### src/rtl/seq_pattern_detector_pkg.sv
// Shared definitions for the masked sequence detector: operating modes and the
// per-element masked compare used by the step selector.
package seq_pattern_detector_pkg;

    typedef enum logic {
        MODE_SINGLE = 1'b0,
        MODE_HOLD   = 1'b1
    } mode_e;

    // Callers zero-extend narrower samples to this width.
    localparam int MAX_W = 64;

    function automatic logic eq(
        input logic [MAX_W-1:0] din,
        input logic [MAX_W-1:0] pat,
        input logic [MAX_W-1:0] mask
    );
        return ((din ^ pat) & mask) == '0;
    endfunction

endpackage

### src/rtl/seq_pattern_detector_if.sv
// Sample stream and detector status bundle; the producer drives samples and
// observes the match/step status.
interface seq_pattern_detector_if #(
    parameter int W     = 2,
    parameter int LW    = 3,
    parameter int CNT_W = 8
);
    logic             in_valid;
    logic [W-1:0]     din;
    logic             match;
    logic [CNT_W-1:0] match_cnt;
    logic [LW-1:0]    step;

    modport master (
        output in_valid, din,
        input  match, match_cnt, step
    );

    modport slave (
        input  in_valid, din,
        output match, match_cnt, step
    );
endinterface

### src/rtl/seq_pattern_detector_step_cmp.sv
// Picks pattern element sel out of the flat config vectors and compares the
// current sample against it and against element 0 (used for restarts).
module seq_pattern_detector_step_cmp
    import seq_pattern_detector_pkg::*;
#(
    parameter int W     = 2,
    parameter int DEPTH = 4,
    parameter int LW    = 3
) (
    input  logic [W-1:0]       din,
    input  logic [DEPTH*W-1:0] cfg_pat,
    input  logic [DEPTH*W-1:0] cfg_mask,
    input  logic [LW-1:0]      sel,
    output logic               eq_step,
    output logic               eq_first
);

    logic [W-1:0] pat_sel;
    logic [W-1:0] mask_sel;

    always_comb begin
        pat_sel  = cfg_pat[W-1:0];
        mask_sel = cfg_mask[W-1:0];
        for (int k = 0; k < DEPTH; k++) begin
            if (sel == LW'(k)) begin
                pat_sel  = cfg_pat[k*W +: W];
                mask_sel = cfg_mask[k*W +: W];
            end
        end
    end

    assign eq_step  = eq(MAX_W'(din), MAX_W'(pat_sel), MAX_W'(mask_sel));
    assign eq_first = eq(MAX_W'(din), MAX_W'(cfg_pat[W-1:0]), MAX_W'(cfg_mask[W-1:0]));

endmodule

### src/rtl/seq_pattern_detector.sv
// Runtime-programmable masked sequence detector with single-shot and hold
// modes, a registered match pulse and a saturating match counter.
module seq_pattern_detector
    import seq_pattern_detector_pkg::*;
#(
    parameter  int W     = 2,
    parameter  int DEPTH = 4,
    parameter  int CNT_W = 8,
    localparam int LW    = $clog2(DEPTH + 1)
) (
    input  logic               clk,
    input  logic               rst,
    input  logic               clr,
    input  logic [DEPTH*W-1:0] cfg_pat,
    input  logic [DEPTH*W-1:0] cfg_mask,
    input  logic [LW-1:0]      cfg_len,
    input  logic               cfg_hold,
    seq_pattern_detector_if.slave bus
);

    mode_e            mode;
    logic [LW-1:0]    len_eff;
    logic [LW-1:0]    cmp_sel;
    logic             eq_step;
    logic             eq_first;
    logic             complete;
    logic [LW-1:0]    step_q,  step_next;
    logic             match_q, match_next;
    logic [CNT_W-1:0] cnt_q,   cnt_next;

    assign mode = mode_e'(cfg_hold);

    always_comb begin
        if (cfg_len == '0) begin
            len_eff = LW'(1);
        end else if (cfg_len > LW'(DEPTH)) begin
            len_eff = LW'(DEPTH);
        end else begin
            len_eff = cfg_len;
        end
    end

    // While holding at step L the sample is compared against the final element.
    assign cmp_sel = (step_q >= len_eff) ? (len_eff - LW'(1)) : step_q;

    seq_pattern_detector_step_cmp #(
        .W     (W),
        .DEPTH (DEPTH),
        .LW    (LW)
    ) u_step_cmp (
        .din      (bus.din),
        .cfg_pat  (cfg_pat),
        .cfg_mask (cfg_mask),
        .sel      (cmp_sel),
        .eq_step  (eq_step),
        .eq_first (eq_first)
    );

    always_comb begin
        step_next  = step_q;
        match_next = 1'b0;
        cnt_next   = cnt_q;
        complete   = 1'b0;
        if (clr) begin
            step_next = '0;
            cnt_next  = '0;
        end else if (bus.in_valid) begin
            if (eq_step && ((step_q >= len_eff) || (step_q + LW'(1) == len_eff))) begin
                complete = 1'b1;
            end else if (eq_step) begin
                step_next = step_q + LW'(1);
            end else if (eq_first && (len_eff == LW'(1))) begin
                complete = 1'b1;
            end else begin
                step_next = eq_first ? LW'(1) : '0;
            end

            // Single-shot does not reuse the completing sample as a new step 0.
            if (complete) begin
                match_next = 1'b1;
                step_next  = (mode == MODE_HOLD) ? len_eff : '0;
                if (cnt_q != '1) begin
                    cnt_next = cnt_q + CNT_W'(1);
                end
            end
        end
    end

    always_ff @(posedge clk or posedge rst) begin
        if (rst) begin
            step_q  <= '0;
            match_q <= 1'b0;
            cnt_q   <= '0;
        end else begin
            step_q  <= step_next;
            match_q <= match_next;
            cnt_q   <= cnt_next;
        end
    end

    assign bus.step      = step_q;
    assign bus.match     = match_q;
    assign bus.match_cnt = cnt_q;

endmodule
### src/flat_wrapper.sv
// flat-port wrapper written by rule: the top's interface ports become plain ports
module seq_pattern_detector_flat import seq_pattern_detector_pkg::*;
#(
    parameter  int W     = 2,
    parameter  int DEPTH = 4,
    parameter  int CNT_W = 8,
    localparam int LW    = $clog2(DEPTH + 1)
)
  (clk, rst, clr, cfg_pat, cfg_mask, cfg_len, cfg_hold, bus_in_valid, bus_din, bus_match, bus_match_cnt, bus_step);
  seq_pattern_detector_if #(.W(W), .CNT_W(CNT_W)) bus_i ();
  input  logic clk;
  input  logic rst;
  input  logic clr;
  input  logic [DEPTH*W-1:0] cfg_pat;
  input  logic [DEPTH*W-1:0] cfg_mask;
  input  logic [LW-1:0] cfg_len;
  input  logic cfg_hold;
  input wire logic [$bits(bus_i.in_valid)-1:0] bus_in_valid;
  input wire logic [$bits(bus_i.din)-1:0] bus_din;
  output wire logic [$bits(bus_i.match)-1:0] bus_match;
  output wire logic [$bits(bus_i.match_cnt)-1:0] bus_match_cnt;
  output wire logic [$bits(bus_i.step)-1:0] bus_step;
  assign bus_i.in_valid = bus_in_valid;
  assign bus_i.din = bus_din;
  assign bus_match = bus_i.match;
  assign bus_match_cnt = bus_i.match_cnt;
  assign bus_step = bus_i.step;
  seq_pattern_detector #(.W(W), .DEPTH(DEPTH), .CNT_W(CNT_W)) u_core (.clk(clk), .rst(rst), .clr(clr), .cfg_pat(cfg_pat), .cfg_mask(cfg_mask), .cfg_len(cfg_len), .cfg_hold(cfg_hold), .bus(bus_i));
endmodule
### config.mk
export PLATFORM = sky130hd
export DESIGN_NAME = seq_pattern_detector_flat
export DESIGN_NICKNAME = d
export VERILOG_FILES = /design/src/rtl/seq_pattern_detector_pkg.sv /design/src/rtl/seq_pattern_detector_if.sv /design/src/rtl/seq_pattern_detector_step_cmp.sv /design/src/rtl/seq_pattern_detector.sv /design/src/flat_wrapper.sv
export SDC_FILE = /design/constraint.sdc
export NUM_CORES = 1
export LEC_CHECK = 0
export BUFFER_PORTS_ARGS = -buffer_cell sky130_fd_sc_hd__buf_4
export CORE_MARGIN = 3
export CORE_UTILIZATION = 51
export DETAILED_ROUTE_END_ITERATION = 6
export GPL_TIMING_DRIVEN = 0
export PLACE_DENSITY = 0.87
export SYNTH_ARGS = -nofsm -noshare
export SYNTH_HDL_FRONTEND = slang
export SYNTH_SLANG_ARGS = --single-unit
### constraint.sdc
create_clock -name clk -period 3.9 [get_ports clk]
set_clock_uncertainty 0.1 [all_clocks]
set_input_delay 0.78 -clock clk [delete_from_list [all_inputs] [get_ports clk]]
set_output_delay 0.78 -clock clk [all_outputs]
set_load 0.005 [all_outputs]
Yosys cells after proc, flatten, opt, wreduce, memory -nomap -nowiden:

Cells that the tools add are included.

* magnitude comparators: 2
* equality and inequality tests: 8
* bitwise logic cells: 4
* add/sub/neg operators: 3
* multiplexer cells: 29
* reduce and logical (&&, ||, !) cells: 11

Operator list (count)
* $logic_not 64->1: 2
* $mux 8: 4
* $mux 3: 10
* $mux 2: 6
* $mux 1: 9
* $add 8x1->8 const B: 1
* $ne 8x8->1 const B: 1
* $eq 3x1->1 const B: 2
* $eq 3x2->1 const B: 2
* $reduce_and 3->1: 2
* $reduce_bool 2->1: 3
* $and 2x2->2: 2
* $ne 4x3->1 const B: 1
* $xor 2x2->2: 2
* $add 3x1->3 const B: 1
* $eq 3x3->1: 1
* $ge 3x3->1: 1
* $gt 3x3->1 const B: 1
* $logic_not 3->1: 1
* $ne 3x3->1 const B: 1
* $sub 3x1->3 const B: 1
* $logic_and 1x1->1: 2
* $logic_or 1x1->1: 1

* logic and storage cells: 60
* output and inout port bits: 12
* register bits: 12
* input bits: 26

Logic depth before layout (Yosys ltp):

* word-level depth: 19
* mapped depth: 14
* gate-level depth less buffers: 13

By module:

A second synthesis with hierarchy kept.

* cell total of the unflattened synthesis: 154
* area, all modules: 1258.7 µm²

By module, submodules not included
* seq_pattern_detector: seq. area each 300.3 µm², cells an instance 120, times used 1, area an instance 1004.7 µm²
* seq_pattern_detector_step_cmp: seq. area each 0.0 µm², cells an instance 34, times used 1, area an instance 254.0 µm²

Least setup slack after synthesis:

No wires, ideal clock.

* kind: input to register
* from: in cfg_len[2]
* to: reg u_core.cnt_q[0], in the netlist u_core.bus.match_cnt[0]
* buffers on the path: 1
* data arrival time: 3591 ps
* slack: 81 ps
* required time: 3672 ps
* setup time: 128 ps
* stages: 12
* path through: buf_2 > nor2_1 > ha_1 > nor2b_1 > o21a_4 > mux2i_1 > mux2_1 > nand2_1 > o21ai_0 > a32o_1 > nor3_1 > mux2_1

* cells in the longest elaborated chain, start to end: 18
* elaborated cells on any way between the ends: 31
* those cells by class: add/sub (1); order compare (2); eq/ne (5); mux (14); bitwise (2); reduce/logical (7)

Ends and longest elaborated chain
* from (decl): RTL line flat_wrapper.sv:16 `input logic [LW-1:0] cfg_len;`
* $gt 3x3->1: RTL line seq_pattern_detector.sv:36 `end else if (cfg_len > LW'(DEPTH)) begin`
* $mux 3: RTL line seq_pattern_detector.sv:36
* $mux 3 (*): RTL line seq_pattern_detector.sv:34 `if (cfg_len == '0) begin`
* $sub 3x1->3 or $ge 3x3->1 (tied branches): RTL line seq_pattern_detector.sv:44, seq_pattern_detector.sv:68
* $mux 3: RTL line seq_pattern_detector.sv:44 `assign cmp_sel = (step_q >= len_eff) ? (len_eff - LW'(1)) : step_q;`
* $eq 3x1->1: RTL line seq_pattern_detector_step_cmp.sv:25 `if (sel == LW'(k)) begin`
* $mux 2 (3 in a row): RTL line seq_pattern_detector_step_cmp.sv:25
* $xor 2x2->2: RTL line seq_pattern_detector_pkg.sv:18 `return ((din ^ pat) & mask) == '0;`
* $and 2x2->2: RTL line seq_pattern_detector_pkg.sv:18
* $logic_not 64->1: RTL line seq_pattern_detector_pkg.sv:18
* $mux 1 or $logic_and 1x1->1 (tied branches): RTL line seq_pattern_detector.sv:70, seq_pattern_detector.sv:68
* $mux 1 (*): RTL line seq_pattern_detector.sv:68 `if (eq_step && ((step_q >= len_eff) || (step_q + LW'(1) == len_eff))) begin`
* $mux 1 (*): RTL line seq_pattern_detector.sv:67 `end else if (bus.in_valid) begin`
* $mux 1 (*): RTL line seq_pattern_detector.sv:64 `if (clr) begin`
* $reduce_bool 2->1 (no source line) (*)
* $reduce_and 3->1 (no source line) (*)
* to (signal assigned): RTL line seq_pattern_detector.sv:97 `cnt_q <= cnt_next;`
* to (decl): RTL line seq_pattern_detector.sv:29 `logic [CNT_W-1:0] cnt_q, cnt_next;`

Every way passes the cells marked *; elsewhere a longest branch is shown, timed or not. The select of a mux whose other input is x is not followed.
A chain may end at the register's enable or synchronous reset.

Final worst setup path:

* from: in cfg_len[2]
* to: reg u_core.cnt_q[3], in the netlist u_core.bus.match_cnt[3]

Same word-level chain as after synthesis.

==> impl_metrics.tcl <==
set metrics [dict create \
    status "finished, final reports clean" \
    relSlewSlack_pct 68.4 \
    diodes 0 \
    synth_ff_type "dfrtp_1" \
    initial_core_util_pct 55.2 \
    final_common_cell "buf_4" \
    reg2reg_slack_ps 390 \
    setup_slack_ps 119 \
    p_leak_nw 0.787 \
    hold_ws_ps 416 \
    synthArstFlopShare_pct 100 \
    viasPerCell 6.09 \
    grt_max_degree 13 \
    tritoncts "yes" \
    grt_pass1_vias 1254 \
    cts.clk_slew.worst_paths_ps 70 \
    routedWlPerCell_um 15.3 \
    ios 38 \
    drt_iter0_markers 32 \
    drv_slew 0 \
    ir_drop_uv 277 \
    clockBufferDepth 2 \
    setup_tns_ps 0 \
    grt_pass1_wl_mm 5.33 \
    cts.sinks 12 \
    fp.dieH_um 55.4 \
    syn-num-nets 172 \
    p_int_mw 0.330 \
    cp_data_arrival_time_ps 3840 \
    hold_path.class "in2async" \
    utilization_pct 72.8 \
    finalWeightedCongestion 0.914 \
    swShare_pct 39.6 \
    crit_path_end_kind "register" \
    maxCapViolations 0 \
    dp_slack_ps -401 \
    vias 1255 \
    ys_types 49 \
    setup_viol 0 \
    worstSkewPairLatency_ps 270 \
    fin_crit_sh_pct 96.9 \
    htreeDepth 1 \
    firstDrtPassIters 4 \
    synth_edf_count 0 \
    power.net_switching_mw 0.216 \
    synth_seq_area_share_pct 24.1 \
    power_density_nw_per_um2 333 \
    reg2reg_to "u_core.bus.step[1]" \
    root_buffer "clkbuf_4" \
    fill_cells 175 \
    antenna_found_initial 0 \
    nets 212 \
    drt-total-wl_mm 3.16 \
    startpoint_type "input pin" \
    seq_power_share_pct 27.2 \
    r2r_start "u_core.bus.step[0]" \
    worst_slew_pin_slew_ps 473 \
    hold_buffers 0 \
    dieWidth_um 55.4 \
    ys_ff_latch 12 \
    criticalPathCategory "in2reg" \
    dp_cells 201 \
    synth_warnings 0 \
    fin_crit_ps 3780 \
    drc 0 \
    critPathMaxFanout 8 \
    design.core.area_um2 2250 \
    numCtsBuffers 3 \
    grt_usage_pct 20.8 \
    syn2layout_area_growth_pct 31.8 \
    r2r_cells 11 \
    netlist_instances 139 \
    num_rows 17 \
    portBuffers 34 \
    pwr-share-clk_pct 18.2 \
    dp_hpwl_mm 2.41 \
    power_frac_comb_pct 54.6 \
    syn_area_per_cell_um2 8.96 \
    drive_above_1_share_pct 37.1 \
    synth_area_um2 1240 \
    dieArea_um2 3070 \
    overflow 0 \
    clock.fmax_mhz 264 \
    hold_viol 0 \
    layout_common_cells "buf_4, dfrtp_1, inv_1, nand2_1" \
    final_cells 206 \
    ant_nets 0 \
    crit_required_ps 3960 \
]
[cells by family (layout without fill, tap and decap cells)]
kind of cell | Yosys count | after routing | synth area share, %
AND/OR/NAND/NOR | 51 | 51 | 21.8
buffers and inverters | 16 | 55 | 6.13
adder cells (fa/ha/maj) | 7 | 7 | 7.03
flip-flops | 12 | 12 | 24.1
XOR/XNOR | 6 | 6 | 4.82
AO/OA/AOI/OAI | 34 | 34 | 25.2
multiplexers | 13 | 13 | 10.9
[sequential cells by signal, indices dropped and copies added, names as in the netlist]
signal / count
u_core.bus.match_cnt: 8
u_core.bus.match: 1
u_core.bus.step: 3
[cell usage after synthesis (2+ instances only)]
library cell	n	area share (%)
dfrtp_1	12	24
o31a_1	3	2.1
o21ai_0	3	1.2
a21oi_1	2	0.80
nand2_1	9	2.7
xor2_1	4	2.8
and2_1	2	1.0
and3_1	3	1.5
o21ai_1	2	0.80
nor2_1	9	2.7
o21a_1	4	2.4
mux2i_1	9	7.2
nor3_1	2	0.80
buf_6	2	1.8
mux2_1	3	2.7
inv_1	11	3.3
nor4_1	6	3.0
nor2b_1	5	2.5
or3_1	2	1.0
a22o_1	2	1.4
ha_1	7	7.0
a22oi_1	4	2.4
nand3_1	7	2.8
[cell type report]
| class | count | area, um2 | share of cell area [%] |
|---|---|---|---|
| tap | 28 | 35.0 | 2.14 |
| buffer | 5 | 35.0 | 2.14 |
| sequential | 12 | 300 | 18.3 |
| multi-input combinational | 111 | 930 | 56.7 |
| inverter | 11 | 41.3 | 2.52 |
| clock buffer | 4 | 36.3 | 2.21 |
| timing repair buffer | 35 | 263 | 16.0 |
[how the worst max path moves through the flow]
stage               cells past startpoint  startpoint  slack (ps)                 endpoint
floorplan                              12  cfg_len[2]          80  u_core.bus.match_cnt[0]
global placement                       13  cfg_len[1]        -290  u_core.bus.match_cnt[0]
detailed placement                     13  cfg_len[1]        -400  u_core.bus.match_cnt[3]
CTS                                    13  cfg_len[1]          10       u_core.bus.step[1]
global route                           14  cfg_len[2]        -100  u_core.bus.match_cnt[3]
finish                                 14  cfg_len[2]         120  u_core.bus.match_cnt[3]
[through the flow]
stage / instance area (um2) / total power, mW
after floorplan: 1240 / 0.344
after global placement: 1540 / 0.406
after detailed placement: 1540 / 0.416
after CTS: 1590 / 0.525
after global routing: 1640 / 0.585
final: 1640 / 0.546
[metal layers]
layer | share of wire (%) | global-route usage, % | routed length, um | vias to the layer above
met4 | 1.1 | 4.17 | 34 | 0
met2 | 49 | 35.8 | 1540 | 53
met1 | 44 | 25.8 | 1390 | 598
met3 | 6.2 | 5.84 | 197 | 6
met5 | 0 | 0 | 0 | -
li1 | - | - | - | 598
[power groups by stage]
stage / clock, mW / combinational, mW / sequential, mW
finish: 0.0994 / 0.298 / 0.148
floorplan: 0 / 0.197 / 0.147
global route: 0.111 / 0.324 / 0.150
CTS: 0.103 / 0.275 / 0.148
detailed placement: 0 / 0.266 / 0.150
global placement: 0 / 0.257 / 0.149
[repair_timing]
item                       in CTS  in global routing
setup buffers                   0                  1
pin swaps                       0                  2
resized for setup               4                 11
setup endpoints to repair       5                 10
[worst max-delay path, stage by stage]
cell and delay (ps):
buf_2 160, nor2b_1 190, inv_1 110, ha_1 280
nand2_1 110, o21a_4 270, o31a_4 380, mux2i_1 130
o21ai_1 200, xor2_2 270, a221oi_4 150, buf_4 170
nor4_2 280, mux2_1 340
Note: power is estimated with default switching activity, not from simulation.
